### src/rtl/i2c_slave_byte_ctrl_if.sv
// Bus and host-side signals of the byte-level I2C target controller.
// Handshake: rx_valid, tx_req and nack_rcvd are single-cycle strobes from the
// target. There is no back-pressure. The host must present tx_data from a
// tx_req strobe until the next detected SCL fall, and it samples rx_data and
// rx_first in the cycle rx_valid is high.
interface i2c_slave_byte_ctrl_if;
  logic       ena;
  logic       scl_i;
  logic       sda_i;
  logic       sda_o;
  logic       sda_oen;
  logic       ack_en;
  logic [7:0] tx_data;
  logic [7:0] rx_data;
  logic       rx_valid;
  logic       rx_first;
  logic       tx_req;
  logic       nack_rcvd;
  logic       busy;
  logic [2:0] dbg_state;

  modport slave (
    input  ena, scl_i, sda_i, ack_en, tx_data,
    output sda_o, sda_oen, rx_data, rx_valid, rx_first, tx_req, nack_rcvd,
           busy, dbg_state
  );

  modport master (
    output ena, scl_i, sda_i, ack_en, tx_data,
    input  sda_o, sda_oen, rx_data, rx_valid, rx_first, tx_req, nack_rcvd,
           busy, dbg_state
  );
endinterface

### src/rtl/i2c_slave_byte_ctrl.sv
// Byte-level I2C target: line synchronizer and glitch filter, START/STOP
// detection, 7-bit address match, byte receive to the host and byte transmit
// from the host. SDA is open drain (sda_o tied low) and SCL is never driven.
module i2c_slave_byte_ctrl #(
  parameter logic [6:0] SLAVE_ADDR = 7'h21,
  parameter int         FILT_LEN   = 3
) (
  input  logic                  clk,
  input  logic                  nReset,
  i2c_slave_byte_ctrl_if.slave  bus
);

  typedef enum logic [2:0] {
    IDLE     = 3'd0,
    ADDR     = 3'd1,
    ADDR_ACK = 3'd2,
    RX       = 3'd3,
    RX_ACK   = 3'd4,
    TX       = 3'd5,
    TX_ACK   = 3'd6,
    IGNORE   = 3'd7
  } state_t;

  localparam logic [3:0] FILT_LAST = 4'(FILT_LEN - 1);

  logic [1:0] scl_s_q, sda_s_q;
  logic       scl_f_q, sda_f_q;
  logic [3:0] scl_cnt_q, sda_cnt_q;

  state_t     state_q, state_d;
  logic [2:0] bitcnt_q, bitcnt_d;
  logic [7:0] shreg_q, shreg_d;
  logic       byte_done_q, byte_done_d;
  logic       rw_q, rw_d;
  logic       first_q, first_d;
  logic       busy_q, busy_d;
  logic       sda_oen_q, sda_oen_d;
  logic [7:0] rx_data_q, rx_data_d;
  logic       rx_valid_q, rx_valid_d;
  logic       rx_first_q, rx_first_d;
  logic       tx_req_q, tx_req_d;
  logic       nack_q, nack_d;

  // A filtered level flips on the cycle its FILT_LEN-th differing sample is
  // seen, so the edge strobes are combinational on that same cycle.
  logic scl_chg, sda_chg, scl_rise, scl_fall, start_det, stop_det;
  assign scl_chg   = (scl_s_q[1] != scl_f_q) && (scl_cnt_q == FILT_LAST);
  assign sda_chg   = (sda_s_q[1] != sda_f_q) && (sda_cnt_q == FILT_LAST);
  assign scl_rise  = scl_chg &  scl_s_q[1];
  assign scl_fall  = scl_chg & ~scl_s_q[1];
  // An SDA edge coinciding with an SCL edge is not treated as START/STOP.
  assign start_det = sda_chg & ~sda_s_q[1] & scl_f_q & ~scl_chg;
  assign stop_det  = sda_chg &  sda_s_q[1] & scl_f_q & ~scl_chg;

  // Two-stage synchronizers followed by a consecutive-sample glitch filter.
  always_ff @(posedge clk or negedge nReset) begin
    if (!nReset) begin
      scl_s_q   <= 2'b11;
      sda_s_q   <= 2'b11;
      scl_f_q   <= 1'b1;
      sda_f_q   <= 1'b1;
      scl_cnt_q <= '0;
      sda_cnt_q <= '0;
    end else begin
      scl_s_q <= {scl_s_q[0], bus.scl_i};
      sda_s_q <= {sda_s_q[0], bus.sda_i};
      if (scl_s_q[1] != scl_f_q) begin
        if (scl_chg) begin
          scl_f_q   <= scl_s_q[1];
          scl_cnt_q <= '0;
        end else begin
          scl_cnt_q <= scl_cnt_q + 4'd1;
        end
      end else begin
        scl_cnt_q <= '0;
      end
      if (sda_s_q[1] != sda_f_q) begin
        if (sda_chg) begin
          sda_f_q   <= sda_s_q[1];
          sda_cnt_q <= '0;
        end else begin
          sda_cnt_q <= sda_cnt_q + 4'd1;
        end
      end else begin
        sda_cnt_q <= '0;
      end
    end
  end

  // Protocol state, shift register and registered host/bus outputs.
  always_ff @(posedge clk or negedge nReset) begin
    if (!nReset) begin
      state_q     <= IDLE;
      bitcnt_q    <= '0;
      shreg_q     <= '0;
      byte_done_q <= 1'b0;
      rw_q        <= 1'b0;
      first_q     <= 1'b0;
      busy_q      <= 1'b0;
      sda_oen_q   <= 1'b1;
      rx_data_q   <= '0;
      rx_valid_q  <= 1'b0;
      rx_first_q  <= 1'b0;
      tx_req_q    <= 1'b0;
      nack_q      <= 1'b0;
    end else begin
      state_q     <= state_d;
      bitcnt_q    <= bitcnt_d;
      shreg_q     <= shreg_d;
      byte_done_q <= byte_done_d;
      rw_q        <= rw_d;
      first_q     <= first_d;
      busy_q      <= busy_d;
      sda_oen_q   <= sda_oen_d;
      rx_data_q   <= rx_data_d;
      rx_valid_q  <= rx_valid_d;
      rx_first_q  <= rx_first_d;
      tx_req_q    <= tx_req_d;
      nack_q      <= nack_d;
    end
  end

  // Next-state logic: disable, then STOP, then START override the per-state
  // bit handling, so a repeated START is honoured from any state.
  always_comb begin
    state_d     = state_q;
    bitcnt_d    = bitcnt_q;
    shreg_d     = shreg_q;
    byte_done_d = byte_done_q;
    rw_d        = rw_q;
    first_d     = first_q;
    busy_d      = busy_q;
    sda_oen_d   = sda_oen_q;
    rx_data_d   = rx_data_q;
    rx_valid_d  = 1'b0;
    rx_first_d  = rx_first_q;
    tx_req_d    = 1'b0;
    nack_d      = 1'b0;

    if (!bus.ena) begin
      state_d     = IDLE;
      sda_oen_d   = 1'b1;
      busy_d      = 1'b0;
      byte_done_d = 1'b0;
    end else if (stop_det) begin
      state_d     = IDLE;
      sda_oen_d   = 1'b1;
      busy_d      = 1'b0;
      byte_done_d = 1'b0;
    end else if (start_det) begin
      state_d     = ADDR;
      bitcnt_d    = '0;
      byte_done_d = 1'b0;
      sda_oen_d   = 1'b1;
    end else begin
      case (state_q)
        ADDR: begin
          if (scl_rise) begin
            shreg_d  = {shreg_q[6:0], sda_f_q};
            bitcnt_d = bitcnt_q + 3'd1;
            if (bitcnt_q == 3'd7) byte_done_d = 1'b1;
          end else if (scl_fall && byte_done_q) begin
            byte_done_d = 1'b0;
            if (shreg_q[7:1] == SLAVE_ADDR) begin
              busy_d    = 1'b1;
              rw_d      = shreg_q[0];
              sda_oen_d = 1'b0;
              state_d   = ADDR_ACK;
            end else begin
              state_d = IGNORE;
            end
          end
        end
        ADDR_ACK: begin
          if (scl_rise && rw_q) begin
            tx_req_d = 1'b1;
          end else if (scl_fall) begin
            bitcnt_d = '0;
            if (rw_q) begin
              shreg_d   = bus.tx_data;
              sda_oen_d = bus.tx_data[7];
              state_d   = TX;
            end else begin
              sda_oen_d = 1'b1;
              first_d   = 1'b1;
              state_d   = RX;
            end
          end
        end
        RX: begin
          if (scl_rise) begin
            shreg_d  = {shreg_q[6:0], sda_f_q};
            bitcnt_d = bitcnt_q + 3'd1;
            if (bitcnt_q == 3'd7) begin
              rx_data_d   = {shreg_q[6:0], sda_f_q};
              rx_valid_d  = 1'b1;
              rx_first_d  = first_q;
              first_d     = 1'b0;
              byte_done_d = 1'b1;
            end
          end else if (scl_fall && byte_done_q) begin
            byte_done_d = 1'b0;
            sda_oen_d   = ~bus.ack_en;
            state_d     = RX_ACK;
          end
        end
        RX_ACK: begin
          if (scl_fall) begin
            sda_oen_d = 1'b1;
            bitcnt_d  = '0;
            state_d   = RX;
          end
        end
        TX: begin
          if (scl_fall) begin
            if (bitcnt_q == 3'd7) begin
              sda_oen_d = 1'b1;
              state_d   = TX_ACK;
            end else begin
              bitcnt_d  = bitcnt_q + 3'd1;
              shreg_d   = {shreg_q[6:0], 1'b0};
              sda_oen_d = shreg_q[6];
            end
          end
        end
        TX_ACK: begin
          if (scl_rise) begin
            if (!sda_f_q) begin
              tx_req_d = 1'b1;
            end else begin
              nack_d  = 1'b1;
              state_d = IGNORE;
            end
          end else if (scl_fall) begin
            shreg_d   = bus.tx_data;
            sda_oen_d = bus.tx_data[7];
            bitcnt_d  = '0;
            state_d   = TX;
          end
        end
        IGNORE:  sda_oen_d = 1'b1;
        default: state_d   = IDLE;
      endcase
    end
  end

  assign bus.sda_o     = 1'b0;
  assign bus.sda_oen   = sda_oen_q;
  assign bus.rx_data   = rx_data_q;
  assign bus.rx_valid  = rx_valid_q;
  assign bus.rx_first  = rx_first_q;
  assign bus.tx_req    = tx_req_q;
  assign bus.nack_rcvd = nack_q;
  assign bus.busy      = busy_q;
  assign bus.dbg_state = state_q;

endmodule

### src/flat_wrapper.sv
// flat-port wrapper written by rule: the top's interface ports become plain ports
module i2c_slave_byte_ctrl_flat 
#(
  parameter logic [6:0] SLAVE_ADDR = 7'h21,
  parameter int         FILT_LEN   = 3
)
  (clk, nReset, bus_ena, bus_scl_i, bus_sda_i, bus_ack_en, bus_tx_data, bus_sda_o, bus_sda_oen, bus_rx_data, bus_rx_valid, bus_rx_first, bus_tx_req, bus_nack_rcvd, bus_busy, bus_dbg_state);
  i2c_slave_byte_ctrl_if bus_i ();
  input  logic clk;
  input  logic nReset;
  input wire logic [$bits(bus_i.ena)-1:0] bus_ena;
  input wire logic [$bits(bus_i.scl_i)-1:0] bus_scl_i;
  input wire logic [$bits(bus_i.sda_i)-1:0] bus_sda_i;
  input wire logic [$bits(bus_i.ack_en)-1:0] bus_ack_en;
  input wire logic [$bits(bus_i.tx_data)-1:0] bus_tx_data;
  output wire logic [$bits(bus_i.sda_o)-1:0] bus_sda_o;
  output wire logic [$bits(bus_i.sda_oen)-1:0] bus_sda_oen;
  output wire logic [$bits(bus_i.rx_data)-1:0] bus_rx_data;
  output wire logic [$bits(bus_i.rx_valid)-1:0] bus_rx_valid;
  output wire logic [$bits(bus_i.rx_first)-1:0] bus_rx_first;
  output wire logic [$bits(bus_i.tx_req)-1:0] bus_tx_req;
  output wire logic [$bits(bus_i.nack_rcvd)-1:0] bus_nack_rcvd;
  output wire logic [$bits(bus_i.busy)-1:0] bus_busy;
  output wire logic [$bits(bus_i.dbg_state)-1:0] bus_dbg_state;
  assign bus_i.ena = bus_ena;
  assign bus_i.scl_i = bus_scl_i;
  assign bus_i.sda_i = bus_sda_i;
  assign bus_i.ack_en = bus_ack_en;
  assign bus_i.tx_data = bus_tx_data;
  assign bus_sda_o = bus_i.sda_o;
  assign bus_sda_oen = bus_i.sda_oen;
  assign bus_rx_data = bus_i.rx_data;
  assign bus_rx_valid = bus_i.rx_valid;
  assign bus_rx_first = bus_i.rx_first;
  assign bus_tx_req = bus_i.tx_req;
  assign bus_nack_rcvd = bus_i.nack_rcvd;
  assign bus_busy = bus_i.busy;
  assign bus_dbg_state = bus_i.dbg_state;
  i2c_slave_byte_ctrl #(.SLAVE_ADDR(SLAVE_ADDR), .FILT_LEN(FILT_LEN)) u_core (.clk(clk), .nReset(nReset), .bus(bus_i));
endmodule
### config.mk
export PLATFORM = sky130hd
export DESIGN_NAME = i2c_slave_byte_ctrl_flat
export DESIGN_NICKNAME = d
export VERILOG_FILES = /design/src/rtl/i2c_slave_byte_ctrl_if.sv /design/src/rtl/i2c_slave_byte_ctrl.sv /design/src/flat_wrapper.sv
export SDC_FILE = /design/constraint.sdc
export NUM_CORES = 1
export LEC_CHECK = 0
export ABC_AREA = 1
export CAP_MARGIN = 30
export CORE_MARGIN = 2
export CORE_UTILIZATION = 45
export DETAILED_ROUTE_END_ITERATION = 7
export PLACE_DENSITY = 0.74
export RECOVER_POWER = 50
export SYNTH_ARGS = -nofsm -noshare
export SYNTH_HDL_FRONTEND = slang
export SYNTH_SLANG_ARGS = --single-unit
export TNS_END_PERCENT = 30
### constraint.sdc
create_clock -name clk -period 2 [get_ports clk]
set_input_delay 0.3 -clock clk [delete_from_list [all_inputs] [get_ports clk]]
set_output_delay 0.3 -clock clk [all_outputs]
set_load 0.02 [all_outputs]
==> results.py <==
metrics = {
    "cts": {
        "root_buffer": "clkbuf_8",
        "cts_buffer_depth": 2,
        "cts_buffers": 5,
        "cts_tree": "yes",
        "holdBufCountCts": 0,
        "clk_latency_ns": 0.31,
        "clock-sinks": 45,
        "cts_max_level": 2,
        "cts.reportedPaths.clkPinSlew_ns": 0.09,
    },
    "hold_path": {
        "hp-class": "primary input to asynchronous set/reset pin",
    },
    "run": {
        "maxCapViolations": 0,
    },
    "outcome": {
        "outcome": "completed",
    },
    "timing": {
        "finalSetupViolCount": 0,
        "max_freq_mhz": 527,
        "period_share_pct": 94.9,
        "tns_ns": 0,
        "setup_ws_ns": 0.103,
        "hold_viol": 0,
        "clock-skew-final_ns": 0.00703,
        "worst_pin_slew_ns": 1.11,
        "slew_violations": 0,
        "relSlewSlack_pct": 26.3,
        "finalCriticalPeriod_ns": 1.90,
    },
    "logic_synthesis": {
        "ys_seq_area_share_pct": 44.5,
        "netlist_top_cells_count": "nand2_1, dfrtp_1, nor2_1",
        "synth_edf_count": 0,
        "yosysWarnings": 0,
        "post-synth-top-count-cell": "nand2_1",
        "postSynthAreaPerCell_sq_um": 8.23,
        "synth_ff_type": "dfrtp_1",
        "synthesis.nets": 330,
        "syn_area_sq_mm": 0.00255,
        "synth_top_area_share_pct": 37.3,
        "yosys.area.top_type": "dfrtp_1",
        "synth_cell_types": 37,
        "ys_top_cells_by_area": "dfrtp_1, nand2_1, dfstp_2",
        "ys_async_sr_fraction_pct": 100,
        "synth_seq_cells": 45,
        "synthCells": 310,
    },
    "layout": {
        "nNetsFinal": 368,
        "multi_input_area_sq_mm": 0.00127,
        "synthToLayoutAreaGrowth_pct": 21.0,
        "fill_cells": 494,
        "antennaDiodeCount": 0,
        "regArea_sq_mm": 0.00113,
        "final-instance-count-excl-fill": 421,
        "drive_above_1_share_pct": 21.5,
    },
    "drt": {
        "totalWireLength_microns": 5550,
        "routed_via_density": 4.96,
        "first_iter_violations": 171,
        "firstDrtPassIters": 5,
        "ant_nets": 0,
        "via_count": 2087,
        "wl_per_cell_microns": 13.2,
        "post-route-drc-count": 0,
    },
    "setup_path": {
        "start_kind": "register",
        "path_class": "register to output pin",
        "cp.required_ns": 1.70,
        "endpoint_kind": "output pin",
        "arrival_ns": 1.60,
        "crit_fanout": 7,
    },
    "global_routing": {
        "grt_use_total_pct": 19.1,
        "first_global_vias": 1995,
        "grt-ovfl-total": 0,
        "grt_pass1_wl_microns": 9300,
        "antenna_found_initial": 0,
        "grt_max_degree": 46,
    },
    "floorplanning": {
        "fp.dieW_microns": 79.3,
        "std_cell_rows": 27,
        "core_sq_mm": 0.00551,
        "dieArea_sq_mm": 0.00629,
        "chipHeight_microns": 79.3,
        "initial_core_util_pct": 46.4,
        "io_pins": 32,
    },
    "placed_design": {
        "portBuffers": 30,
        "dp_cells": 411,
        "dp_slack_ns": 0.0660,
        "place_congestion": 0.960,
        "dpl.hpwl_microns": 4070,
    },
    "power_and_ir_drop": {
        "peakVddDrop_v": 0.000491,
        "power_density_mw_per_mm2": 1020,
        "p_leak_nw": 1.48,
    },
}
==> layer usage <==
layer | vias to the layer above | GRT usage (%) | share of wire, %
met1 | 956 | 25.8 | 45
met2 | 57 | 30.9 | 49
li1 | 1066 | - | -
met3 | 8 | 3.98 | 4.5
met4 | 0 | 5.86 | 1.5
met5 | - | 0 | 0
==> kinds of logic after synthesis <==
family,share of synthesized area (%)
mux,0.441
xor+xnor,1.37
other cells,0.147
buf+inv,7.30
fa+ha+maj,2.94
compound gates,11.4
simple gates,31.9
flops,44.5
==> what timing repair did <==
item / CTS / global route
setup endpoints to repair: 0 / 12
setup buffers: 0 / 1
gates resized for setup: 0 / 8
==> flip-flops by register name, summed over array words and instances, names as in the netlist <==
| signal | cells |
|---|---|
| u_core.first_q | 1 |
| u_core.sda_s_q | 2 |
| u_core.sda_cnt_q | 4 |
| u_core.bus.dbg_state | 3 |
| u_core.bus.rx_valid | 1 |
| u_core.rw_q | 1 |
| u_core.scl_s_q | 2 |
| u_core.bitcnt_q | 3 |
| u_core.byte_done_q | 1 |
| u_core.bus.busy | 1 |
| u_core.sda_f_q | 1 |
| u_core.bus.sda_oen | 1 |
| u_core.scl_cnt_q | 4 |
| u_core.shreg_q | 8 |
| u_core.bus.rx_data | 8 |
| u_core.scl_f_q | 1 |
| u_core.bus.nack_rcvd | 1 |
| u_core.bus.rx_first | 1 |
| u_core.bus.tx_req | 1 |
==> per-stage QoR <==
step / util [%] / power [mW] / area [sq um] / hold slack [ns]
2_1_floorplan: - / 2.17 / 2550 / 0.00441
3_3_place_gp: 53.4 / 2.47 / 2940 / 0.347
3_5_place_dp: 53.4 / 2.50 / 2940 / 0.347
4_1_cts: 55.2 / 3.12 / 3040 / 0.0864
5_1_grt: 56.1 / 3.39 / 3090 / 0.364
6_report: 56.1 / 3.16 / 3090 / 0.279
==> critical path: stages, from the launching register on <==
cell,delay [ns]
dfrtp_1,0.51
buf_4,0.19
clkdlybuf4s50_1,0.59
==> power breakdown <==
part	internal, mW	total, mW	switching (mW)	leakage, nW
clock	0.287	0.630	0.343	0.0518
sequential	1.11	1.28	0.162	0.586
combinational	0.470	1.25	0.785	0.843
total	1.87	3.16	1.29	1.48
==> worst paths after layout <==
check / endpoint / cells after the start / from / slack [ns]
setup reg to reg: u_core.shreg_q[4] / 11 / u_core.bitcnt_q[0] / 0.14
hold reg to reg: u_core.scl_s_q[1] / 0 / u_core.scl_s_q[0] / 0.36
hold / removal: u_core.scl_cnt_q[2] / 2 / nReset / 0.28
max in group asynchronous: u_core.shreg_q[4] / 2 / nReset / 1.05
min in group clk: u_core.scl_s_q[1] / 0 / u_core.scl_s_q[0] / 0.36
setup / recovery: bus_dbg_state[2] / 2 / u_core.bus.dbg_state[2] / 0.10
==> final cells by class <==
cell class	count	share of cell area, %
Clock buffer	6	2.67
Clock inverter	2	0.567
Inverter	35	4.25
Multi-Input combinational cell	224	41.2
Sequential cell	45	36.8
Tap cell	72	2.92
Timing Repair Buffer	37	11.6
==> placed cells by master (no fill, tap or decap), types with 3 or more instances in the layout <==
| cell type | netlist | final |
|---|---|---|
| inv_2 | 7 | 6 |
| a21oi_1 | 6 | 6 |
| clkbuf_8 | 0 | 6 |
| dfstp_2 | 7 | 6 |
| nor2_4 | 4 | 5 |
| nand2_1 | 76 | 75 |
| o21ai_2 | 16 | 15 |
| nor2_1 | 36 | 34 |
| nand2_2 | 6 | 7 |
| dfrtp_1 | 38 | 38 |
| nand3_1 | 24 | 24 |
| o21ai_0 | 15 | 15 |
| nand3_2 | 3 | 3 |
| nand2_4 | 2 | 3 |
| nor2_2 | 6 | 7 |
| nand4_1 | 4 | 4 |
| ha_1 | 6 | 5 |
| clkdlybuf4s50_1 | 0 | 27 |
| buf_4 | 1 | 5 |
| inv_1 | 28 | 28 |
(Power assumes the default switching activity.)
